<file path="src/rtl/fetch_pkg.sv">
// Shared types and constants for the IF stage: NOP encoding, FSM states, IF/ID bubble.
package fetch_pkg;

  localparam logic [31:0] NOP_INSTR = 32'h0000_0013;
  localparam logic [31:0] CNT_MAX   = 32'hFFFF_FFFF;

  typedef enum logic {
    BOOT = 1'b0,
    RUN  = 1'b1
  } fetch_state_e;

  // IF/ID contents loaded on reset, boot and flush; the PC field is always zero.
  typedef struct packed {
    logic        valid;
    logic [31:0] instr;
  } ifid_bubble_t;

  localparam ifid_bubble_t IFID_BUBBLE = '{valid: 1'b0, instr: NOP_INSTR};

endpackage

</file>
<file path="src/rtl/fetch_perf_cnt.sv">
// Two saturating event counters (taken redirects, stall cycles), cleared by sync active-low reset.
module fetch_perf_cnt
  import fetch_pkg::*;
(
  input  logic        clk,
  input  logic        reset,
  input  logic        i_redir,
  input  logic        i_stall,
  output logic [31:0] o_redir_cnt,
  output logic [31:0] o_stall_cnt
);

  logic [31:0] r_redir_cnt;
  logic [31:0] r_stall_cnt;

  always_ff @(posedge clk) begin
    if (!reset) begin
      r_redir_cnt <= '0;
      r_stall_cnt <= '0;
    end else begin
      if (i_redir && (r_redir_cnt != CNT_MAX)) r_redir_cnt <= r_redir_cnt + 32'd1;
      if (i_stall && (r_stall_cnt != CNT_MAX)) r_stall_cnt <= r_stall_cnt + 32'd1;
    end
  end

  assign o_redir_cnt = r_redir_cnt;
  assign o_stall_cnt = r_stall_cnt;

endmodule

</file>
<file path="src/rtl/fetch_stage.sv">
// IF stage: PC register, next-PC mux (redirect > stall > +4) and IF/ID latch with flush.
// Optional saturating perf counters are built when FETCH_PERF_CNT_EN is defined.
module fetch_stage
  import fetch_pkg::*;
#(
  parameter int              PC_W     = 9,
  parameter logic [PC_W-1:0] RESET_PC = '0
) (
  input  logic            clk,
  input  logic            reset,
  input  logic            Stall,
  input  logic            PcSel,
  input  logic [31:0]     BrPC,
  output logic [PC_W-1:0] Instr_Addr,
  input  logic [31:0]     Instr_Data,
  output logic [PC_W-1:0] IfId_PC,
  output logic [31:0]     IfId_Instr,
  output logic            IfId_Valid,
  output logic            Flush
`ifdef FETCH_PERF_CNT_EN
  ,
  output logic [31:0]     Redir_Cnt,
  output logic [31:0]     Stall_Cnt
`endif
);

  fetch_state_e    r_state;
  logic [PC_W-1:0] r_pc;
  logic [PC_W-1:0] r_ifid_pc;
  logic [31:0]     r_ifid_instr;
  logic            r_ifid_valid;

  logic            w_run;
  logic [PC_W-1:0] w_pc_inc;
  logic [PC_W-1:0] w_br_tgt;
  logic            w_unused_br;

  assign w_run    = (r_state == RUN);
  assign w_pc_inc = r_pc + PC_W'(4);
  // Target is word aligned and truncated to the instruction-memory range.
  assign w_br_tgt = {BrPC[PC_W-1:2], 2'b00};
  assign w_unused_br = ^{BrPC[31:PC_W], BrPC[1:0]};

  always_ff @(posedge clk) begin
    if (!reset) begin
      r_state      <= BOOT;
      r_pc         <= RESET_PC;
      r_ifid_pc    <= '0;
      r_ifid_instr <= IFID_BUBBLE.instr;
      r_ifid_valid <= IFID_BUBBLE.valid;
    end else begin
      case (r_state)
        BOOT: begin
          // The RESET_PC slot is deliberately dropped as a boot bubble.
          r_state      <= RUN;
          r_pc         <= w_pc_inc;
          r_ifid_pc    <= '0;
          r_ifid_instr <= IFID_BUBBLE.instr;
          r_ifid_valid <= IFID_BUBBLE.valid;
        end
        RUN: begin
          if (PcSel) begin
            r_pc         <= w_br_tgt;
            r_ifid_pc    <= '0;
            r_ifid_instr <= IFID_BUBBLE.instr;
            r_ifid_valid <= IFID_BUBBLE.valid;
          end else if (!Stall) begin
            r_pc         <= w_pc_inc;
            r_ifid_pc    <= r_pc;
            r_ifid_instr <= Instr_Data;
            r_ifid_valid <= 1'b1;
          end
        end
        default: r_state <= BOOT;
      endcase
    end
  end

  assign Instr_Addr = r_pc;
  assign IfId_PC    = r_ifid_pc;
  assign IfId_Instr = r_ifid_instr;
  assign IfId_Valid = r_ifid_valid;
  assign Flush      = reset & w_run & PcSel;

`ifdef FETCH_PERF_CNT_EN
  fetch_perf_cnt u_perf (
    .clk         (clk),
    .reset       (reset),
    .i_redir     (w_run & PcSel),
    .i_stall     (w_run & Stall & ~PcSel),
    .o_redir_cnt (Redir_Cnt),
    .o_stall_cnt (Stall_Cnt)
  );
`endif

endmodule

</file>
<file path="config.mk">
export PLATFORM = sky130hd
export DESIGN_NAME = fetch_stage
export DESIGN_NICKNAME = d
export VERILOG_FILES = /design/src/rtl/fetch_pkg.sv /design/src/rtl/fetch_perf_cnt.sv /design/src/rtl/fetch_stage.sv
export SDC_FILE = /design/constraint.sdc
export NUM_CORES = 1
export LEC_CHECK = 0
export BUFFER_PORTS_ARGS = -buffer_cell sky130_fd_sc_hd__buf_4
export CAP_MARGIN = 20
export CORE_MARGIN = 3
export CORE_UTILIZATION = 41
export DETAILED_ROUTE_END_ITERATION = 8
export GPL_TIMING_DRIVEN = 0
export PLACE_DENSITY = 0.84
export REMOVE_ABC_BUFFERS = 1
export SYNTH_ARGS = -nofsm -noshare
export SYNTH_HDL_FRONTEND = slang
export SYNTH_HIERARCHICAL = 1
export SYNTH_SLANG_ARGS = --single-unit
export TNS_END_PERCENT = 1
</file>
<file path="constraint.sdc">
create_clock -name clk -period 1.5 [get_ports clk]
set_input_delay 0.075 -clock clk [delete_from_list [all_inputs] [get_ports clk]]
set_output_delay 0.075 -clock clk [all_outputs]
set_load 0.02 [all_outputs]
</file>
==> results of run 1 <==
registers in the layout (all words and copies together), names as in the netlist:
register,count
IfId_Instr,32
IfId_Valid,1
r_state,1
IfId_PC,8
Instr_Addr,7
through the flow:
step	area, um2	util
floorplan	1740	-
global placement	2500	0.599
detailed placement	2550	0.612
CTS	2680	0.643
global route	2710	0.650
finish	2710	0.650
critical path: stages, from the launching register on:
cell and delay (ns):
dfxtp_4 0.40, ha_4 0.15, nand3_2 0.08, or2_1 0.23, or3_1 0.31, a31oi_1 0.13
synthesized netlist by cell type, drive strengths merged:
cell and number:
o22ai 5, and3 2, buf 11, nand3 5, or2 1, or3b 1
dfxtp 49, nor4b 1, conb 1, or3 3, and3b 1, nor3 2
a31oi 3, nor2 39, nand3b 1, o21ai 3, and2 1, nor3b 1
a311oi 1, ha 1, clkbuf 6, nor2b 1, clkinv 1, a22oi 39
nand2b 1, a21oi 5, nand2 12
cell families (layout without fill, tap and decap cells):
| group | count (synthesis) | count (layout) | synth area share |
|---|---|---|---|
| simple gates | 72 | 72 | 0.188 |
| other cells | 1 | 2 | 0.00203 |
| flops | 49 | 49 | 0.532 |
| compound gates | 56 | 56 | 0.212 |
| buf+inv | 18 | 105 | 0.0590 |
| fa+ha+maj | 1 | 1 | 0.00678 |
report_power, final:
| part | switching (mW) | leakage (nW) | internal [mW] | total (mW) |
|---|---|---|---|---|
| combinational | 0.164 | 0.733 | 0.176 | 0.340 |
| clock | 0.394 | 0.0443 | 0.366 | 0.760 |
| sequential | 0.0383 | 0.400 | 1.33 | 1.37 |
| total | 0.596 | 1.18 | 1.88 | 2.47 |
worst max path at each step:
stage	from	end	slack, ns	cells past startpoint
finish	Instr_Addr[2]	Instr_Addr[8]	0.11	5
global route	r_state	Instr_Addr[7]	0.004	3
CTS	Instr_Addr[2]	Instr_Addr[8]	0.004	5
detailed placement	r_state	IfId_Instr[29]	-0.24	4
global placement	r_state	Instr_Addr[7]	-0.75	3
floorplan	r_state	Instr_Addr[7]	-0.25	3
timing repair:
item,in CTS,in global routing
setup endpoints to repair,42,3
hold buffers,1,0
pin swaps,1,1
gates resized for setup,7,6
endpoints found under the hold margin,1,0
setup buffers,1,1
per-layer routing:
metal	vias up	share of wire
li1	879	-
met1	805	0.41
met2	79	0.48
met3	4	0.10
met4	0	0.0049
met5	-	0
final cells by class:
cell class,instances,share of cell area
clock buffer,7,0.0318
inverter,1,0.00138
multi-input combinational,131,0.288
sequential,49,0.366
timing repair buffer,97,0.289
tap,50,0.0231
==> results.md, run 1 <==
* Hold_ws at 0.00715 ns
* DR vias at 1767
* Worst Setup Slack, final at 0.110 ns
* Area occupied by multi-input gates at 782 um2
* Port Buffers at 92
* Cells after Synth at 197
* Worst Setup End Kind: register
* # placed instances at 325
* Status: complete, no violations
* Met2 GRT Util at 0.291
* Total Power at 2.47 mW
* Synthesized flop and latch total at 49
* Met1 Use GR at 0.221
* Final GP Congestion at 0.788
* FP Rows at 23
* Setup tns final at 0 ns
* Synth top area share at 0.532
* Layout cells sized above 1 at 0.396
* Main area contributors after synthesis: dfxtp_1, a22oi_1, nor2_1
* Final cycle utilization of the critical path at 0.926
* 1st-iter DRT viols at 108
* R2r worst-path depth at 5
* FF+latch area at 993 um2
* DRC at 0
* DRT antenna net count at 0
* Count of final hold-check violations at 0
* Sequential area share after synthesis at 0.532
* I/O pins at 120
* Crit path max fanout at 7
* HP Start: reset
* Chip Width at 73.1 um
* Met3 GRT Util at 0.0579
* Final setup fails at 0
* Worst r2r dst: Instr_Addr[8]
* DIE HEIGHT at 73.1 um
* Syn. warnings at 6
* Layer with the highest usage: met2
* Pre-CTS setup slack at -0.238 ns
* Count of cell types in the netlist at 30
* Avg Inst Size Synth at 9.37 um2
* Type of origin of the critical path: register
* Max Clock Freq at 0.720 GHz
* Hold WC Path Type: in -> reg
* Leakage at 1.18 nW
* Max_cap viols at 0
* Crit Reg-Reg Startpoint: Instr_Addr[2]
* Kind of critical path: reg -> reg
* Total gr overflow at 0
* Gr usage total at 0.175
* H-tree levels at 2
* Most common cell after layout, fill and taps aside: buf_4
* Vias in the first global route at 1585
* Fin. max-slew vios at 0
* Fin Clk Skew at 0.00533 ns
* Clock transition at path regs at 0.08 ns
* Vias per cell at 5.27
* Worst vdd ir at 0.655 mV
* Largest net degree at the start of global routing at 44
* Clock Latency Late Sink at 0.29 ns
* RSZ-0062 raised after global routing: false
* WP data required at 1.70 ns
* Non-filler cells, final at 335
* DP Wirelength at 3340 um
* Initial antenna violation count at 0
* First-pass iteration count of the detailed router at 5
* Area growth syn-to-layout at 46.9%
* Most frequent cells in the layout: buf_4, dfxtp_1, nor2_1, a22oi_1, nand2_1
* PD cells at 912 mW/mm2
* Post-Syn Area at 0.00185 mm2
* Final WL at 4730 um
* Starting Density at 0.442
* Post-synth top area cell: dfxtp_1
* Full die area at 0.00534 mm2
* N_diodes at 0
* R2r setup slk at 0.11 ns
* Fillers at 373
* Critical Path AT at 1.59 ns
* Worst Max-Slew Pin Slew at 0.648 ns
* Max-slew headroom at 0.566
* Hold Path Sink: IfId_Instr[4]
* Minimum clock period at 1.39 ns
* CORE AREA at 0.00417 mm2
* Nets at 354
* First-pass GRT wire length at 7460 um
* Clock buffer depth at 2
* Hold Path Stages at 2
* Clk root buf: clkbuf_8
* CTS sink cnt at 49
* Num CTS Buffers at 5
* TritonCTS clock tree: built
* WL per Instance at 14.1 um
Power figures use the tool's default switching activity.
==> run 2, diff against run 1 <==
--- a/config.mk
+++ b/config.mk
@@ -7,6 +7,7 @@
 export LEC_CHECK = 0
 export BUFFER_PORTS_ARGS = -buffer_cell sky130_fd_sc_hd__buf_4
 export CAP_MARGIN = 20
+export CORE_ASPECT_RATIO = 0.5
 export CORE_MARGIN = 3
 export CORE_UTILIZATION = 41
 export DETAILED_ROUTE_END_ITERATION = 8
==> run 2 against run 1 <==
The flow now finishes with violations (negative setup slack). Largest cell class unchanged. Global-route usage up 1.9 points. Sequential share of layout area fell by 0.94 points. First-iteration DRC count shrank 39%. Register-to-register slack got worse by 0.12 ns. Critical path type unchanged. Worst setup slack worse by 0.12 ns.
==> results.md, run 2 (synthesis results as in run 1) <==
* 1st-iter DRT viols at 66
* Clock buffer depth at 2
* Failing checks: negative setup slack
* WL per Instance at 15.4 um
* Status: complete, but fails checks
* Crit Reg-Reg Startpoint: Instr_Addr[3]
* CTS sink cnt at 49
* Clock transition at path regs at 0.09 ns
* Initial antenna violation count at 0
* Nets at 356
* DIE HEIGHT at 53.4 um
* DRC at 0
* FP Rows at 16
* Port Buffers at 92
* R2r worst-path depth at 5
* Slowest stage delay, CP at 0.40 ns
* Vias in the first global route at 1787
* Area growth syn-to-layout at 49.6%
* Final cycle utilization of the critical path at 1.00
* Leakage at 1.21 nW
* DR vias at 1788
* First-pass iteration count of the detailed router at 4
* Minimum clock period at 1.51 ns
* Chip Width at 101 um
* Total gr overflow at 0
* Final GP Congestion at 0.742
* Worst Max-Slew Pin Slew at 0.581 ns
* H-tree levels at 2
* Cell area after placement at 0.00258 mm2
* Largest net degree at the start of global routing at 25
* Kind of critical path: reg -> reg
* Clk root buf: clkbuf_8
* N_diodes at 0
* DP Wirelength at 3880 um
* Max Clock Freq at 0.664 GHz
* CP cell instances: ha_1, nand3_1, or2_1, or3_1, a31oi_1
* TritonCTS clock tree: built
* Most frequent cells in the layout: buf_4, dfxtp_1, nor2_1, a22oi_1, nand2_1
* Largest register FFs at 32
* Max-slew headroom at 0.610
* Design Area, Final at 0.00276 mm2
* CORE AREA at 0.00410 mm2
* Hold WC Path Type: in -> reg
* First-pass GRT wire length at 8200 um
* Critical Path AT at 1.73 ns
* Worst Setup End Kind: register
* Count of final hold-check violations at 0
* Hold Path Stages at 2
* Type of origin of the critical path: register
* Layout cells sized above 1 at 0.382
* Hold Path Sink: IfId_Instr[4]
* Max_cap viols at 0
* Vias per cell at 5.23
* Final setup fails at 1
* Crit path max fanout at 6
* Final WL at 5280 um
* Gr usage total at 0.195
* Most common cell after layout, fill and taps aside: buf_4
* WP data required at 1.72 ns
* Fin. max-slew vios at 0
* R2r setup slk at -0.006 ns
* Worst r2r dst: Instr_Addr[8]
* Starting Density at 0.450
* RSZ-0062 raised after global routing: true
* Pre-CTS setup slack at -0.244 ns
* DRT antenna net count at 0
* Worst vdd ir at 0.516 mV
* PD cells at 975 mW/mm2
* Slowest CP cell: dfxtp_2
* I/O pins at 120
* Fin Clk Skew at 0.00758 ns
* HP Start: reset
* Num CTS Buffers at 5
* Worst Setup Slack, final at -0.00580 ns
* Full die area at 0.00539 mm2
* Clock Latency Late Sink at 0.30 ns
run 2: through the flow:
stage / util / power, mW / instances / TNS, ns / hold WS, ns
floorplan: - / 1.54 / 181 / -5.41 / 0.103
global placement: 0.610 / 1.70 / 327 / -24.25 / 0.255
detailed placement: 0.630 / 1.74 / 330 / -6.93 / 0.259
CTS: 0.671 / 2.70 / 342 / 0 / 0.00287
global route: 0.673 / 2.78 / 342 / -0.0523 / 0.0102
finish: 0.673 / 2.69 / 342 / -0.00580 / 0.00788
run 2: per-layer routing:
metal	GRT usage	vias up	share of wire
met5	0	-	0
met4	0.0582	0	0.014
met3	0.0395	9	0.045
met2	0.375	56	0.54
met1	0.219	844	0.40
li1	-	879	-
run 2: repair_timing:
action / 4_1_cts / 5_1_grt
endpoints found under the hold margin: 1 / 0
setup endpoints to repair: 42 / 28
hold buffers: 3 / 0
setup buffers: 1 / 0
cloned: 0 / 0
gates resized for setup: 3 / 3
run 2: cell type report:
| class | count | area [um2] |
|---|---|---|
| multi-input combinational | 131 | 764 |
| timing repair buffer | 99 | 823 |
| sequential | 49 | 986 |
| fill | 320 | 1340 |
| clock inverter | 1 | 30.0 |
| clock buffer | 7 | 86.3 |
| tap | 54 | 67.6 |
| inverter | 1 | 3.75 |
run 2: worst max-delay path: cells and delay by family (launching register included):
family | cells | cell delay (ns)
AOI/OAI and AO/OA | 1 | 0.12
adders and majority gates | 1 | 0.21
DFF | 1 | 0.40
and+or+nand+nor | 3 | 0.70
run 2: how the worst max path moves through the flow:
stage	end	from	cells after the start
floorplan	Instr_Addr[7]	r_state	3
global placement	Instr_Addr[7]	r_state	3
detailed placement	IfId_Instr[6]	r_state	4
CTS	Instr_Addr[8]	Instr_Addr[2]	5
global route	Instr_Addr[8]	Instr_Addr[3]	5
finish	Instr_Addr[8]	Instr_Addr[3]	5
run 2: where the power goes:
part | switching, mW | total, mW | internal, mW
Clock | 0.424 | 0.967 | 0.544
Sequential | 0.0358 | 1.37 | 1.33
Combinational | 0.173 | 0.356 | 0.183
==> run 3, diff against run 2 <==
--- a/config.mk
+++ b/config.mk
@@ -5,7 +5,7 @@
 export SDC_FILE = /design/constraint.sdc
 export NUM_CORES = 1
 export LEC_CHECK = 0
-export BUFFER_PORTS_ARGS = -buffer_cell sky130_fd_sc_hd__buf_4
+export BUFFER_PORTS_ARGS = -buffer_cell sky130_fd_sc_hd__buf_2
 export CAP_MARGIN = 20
 export CORE_ASPECT_RATIO = 0.5
 export CORE_MARGIN = 3
==> run 3 against run 2 <==
The flow now finishes without violations. Register-to-register slack improved by 0.07 ns. Count of clock-buffer cells in the layout decreased by 1. Clock skew about the same. Flip-flop and latch count unchanged. Combinational power decreased by 15%. Sequential power about the same. Worst setup slack improved by 0.069 ns. Final cell count decreased by 0.29%. Via count increased by 2.6%. Non-clock buffer count decreased by 2. Largest cell class unchanged. Highest routed layer unchanged.
==> results.md, run 3 (synthesis results as in run 1) <==
* Status: complete, no violations
* Crit Reg-Reg Startpoint: Instr_Addr[2]
* Fin Clk Skew at 0.00711 ns
* Max Clock Freq at 0.696 GHz
* PD cells at 1050 mW/mm2
* TritonCTS clock tree: built
* Final cycle utilization of the critical path at 0.958
* Final GP Congestion at 0.756
* Worst Max-Slew Pin Slew at 0.560 ns
* Crit path max fanout at 7
* Chip Width at 101 um
* DP Wirelength at 3490 um
* DRT antenna net count at 0
* CORE AREA at 0.00410 mm2
* Kind of critical path: reg -> reg
* Hold WC Path Type: in -> reg
* Largest register FFs at 32
* Met2 GRT Util at 0.324
* Slowest CP cell: dfxtp_4
* Most common cell after layout, fill and taps aside: buf_2
* Critical Path AT at 1.65 ns
* DRC at 0
* Fillers at 332
* Port Buffers at 92
* Total gr overflow at 0
* R2r worst-path depth at 5
* Util after Layout at 0.611
* I/O pins at 120
* Fin. max-slew vios at 0
* # placed instances at 329
* RSZ-0062 raised after global routing: false
* First-pass GRT wire length at 7350 um
* FF+latch area at 990 um2
* Met3 GRT Util at 0.0592
* Max-slew headroom at 0.626
* Initial antenna violation count at 0
* Count of final hold-check violations at 0
* Worst Setup Slack, final at 0.0628 ns
* Clock Latency Late Sink at 0.30 ns
* First-pass iteration count of the detailed router at 5
* Final setup fails at 0
* R2r setup slk at 0.06 ns
* Minimum clock period at 1.44 ns
* Clock buffer depth at 2
* H-tree levels at 2
* Met1 Use GR at 0.189
* WP data required at 1.71 ns
* N_diodes at 0
* Largest net degree at the start of global routing at 44
* Most frequent cells in the layout: buf_2, dfxtp_1, nor2_1, a22oi_1, nand2_1
* DIE HEIGHT at 53.4 um
* Vias in the first global route at 1617
* Num CTS Buffers at 5
* DR vias at 1835
* Area growth syn-to-layout at 35.9%
* Full die area at 0.00539 mm2
* Clk root buf: clkbuf_8
* 1st-iter DRT viols at 101
* FP Rows at 16
* Layer with the highest usage: met2
* Gr usage total at 0.176
* Layout cells sized above 1 at 0.397
* Worst r2r dst: Instr_Addr[8]
* Setup tns final at 0 ns
* Vias per cell at 5.38
* Starting Density at 0.450
* Clock transition at path regs at 0.09 ns
* Nets at 355
* Slowest stage delay, CP at 0.40 ns
* CTS sink cnt at 49
* Final WL at 5160 um
* CP cell instances: ha_4, nand3_1, or2_1, or3_1, a31oi_1
* Area occupied by multi-input gates at 786 um2
* Max_cap viols at 0
* Non-filler cells, final at 341
* Hold_ws at 0.0178 ns
* Worst Setup End Kind: register
* Type of origin of the critical path: register
* CP startpoint: Instr_Addr[2]
* Capture point of the critical path: Instr_Addr[8]
* WL per Instance at 15.1 um
* Pre-CTS setup slack at -0.426 ns
* Worst vdd ir at 0.465 mV
* Leakage at 1.16 nW
[run 3: timing repair]
action / in CTS / in global routing
cloned: 0 / 1
hold endpoints to repair: 1 / 0
pin swaps: 1 / 1
setup buffers: 2 / 0
gates resized for setup: 7 / 4
hold buffers: 1 / 0
setup endpoints to repair: 45 / 4
[run 3: cell type report]
cell class,count,area share
sequential,49,0.395
multi-input combinational,132,0.313
inverter,1,0.00200
timing repair buffer,97,0.215
tap,54,0.0269
clock inverter,2,0.0150
clock buffer,6,0.0329
[run 3: worst max-delay path, delay by kind of cell, from the launching register on]
kind / cells / cell delay (ns)
flops: 1 / 0.40
compound gates: 1 / 0.12
fa+ha+maj: 1 / 0.16
simple gates: 3 / 0.67
[run 3: worst min path at each step]
stage | slack [ns] | cells past startpoint | start | to
6_report | 0.02 | 3 | Instr_Data[29] | IfId_Instr[29]
5_1_grt | 0.01 | 3 | Instr_Data[20] | IfId_Instr[20]
4_1_cts | 0.01 | 3 | Instr_Data[0] | IfId_Instr[0]
3_5_place_dp | 0.31 | 1 | reset | r_state
3_3_place_gp | 0.30 | 1 | reset | r_state
2_1_floorplan | 0.10 | 0 | reset | r_state
[run 3: per-stage QoR]
step	power [mW]	cell area, um2
finish	2.64	2510
global route	2.75	2510
CTS	2.64	2480
detailed placement	1.68	2330
global placement	1.65	2270
floorplan	1.54	1740
[run 3: metal layers]
| layer | vias up | wire length [um] |
|---|---|---|
| met2 | 69 | 2730 |
| met1 | 870 | 1950 |
| met5 | - | 0 |
| met4 | 0 | 105 |
| met3 | 14 | 371 |
| li1 | 882 | - |
[run 3: report_power, final]
group | switching (mW) | total [mW] | leakage, nW | internal, mW
sequential | 0.0372 | 1.37 | 0.399 | 1.33
clock | 0.423 | 0.965 | 0.0574 | 0.542
combinational | 0.172 | 0.301 | 0.699 | 0.130
total | 0.632 | 2.64 | 1.16 | 2.01
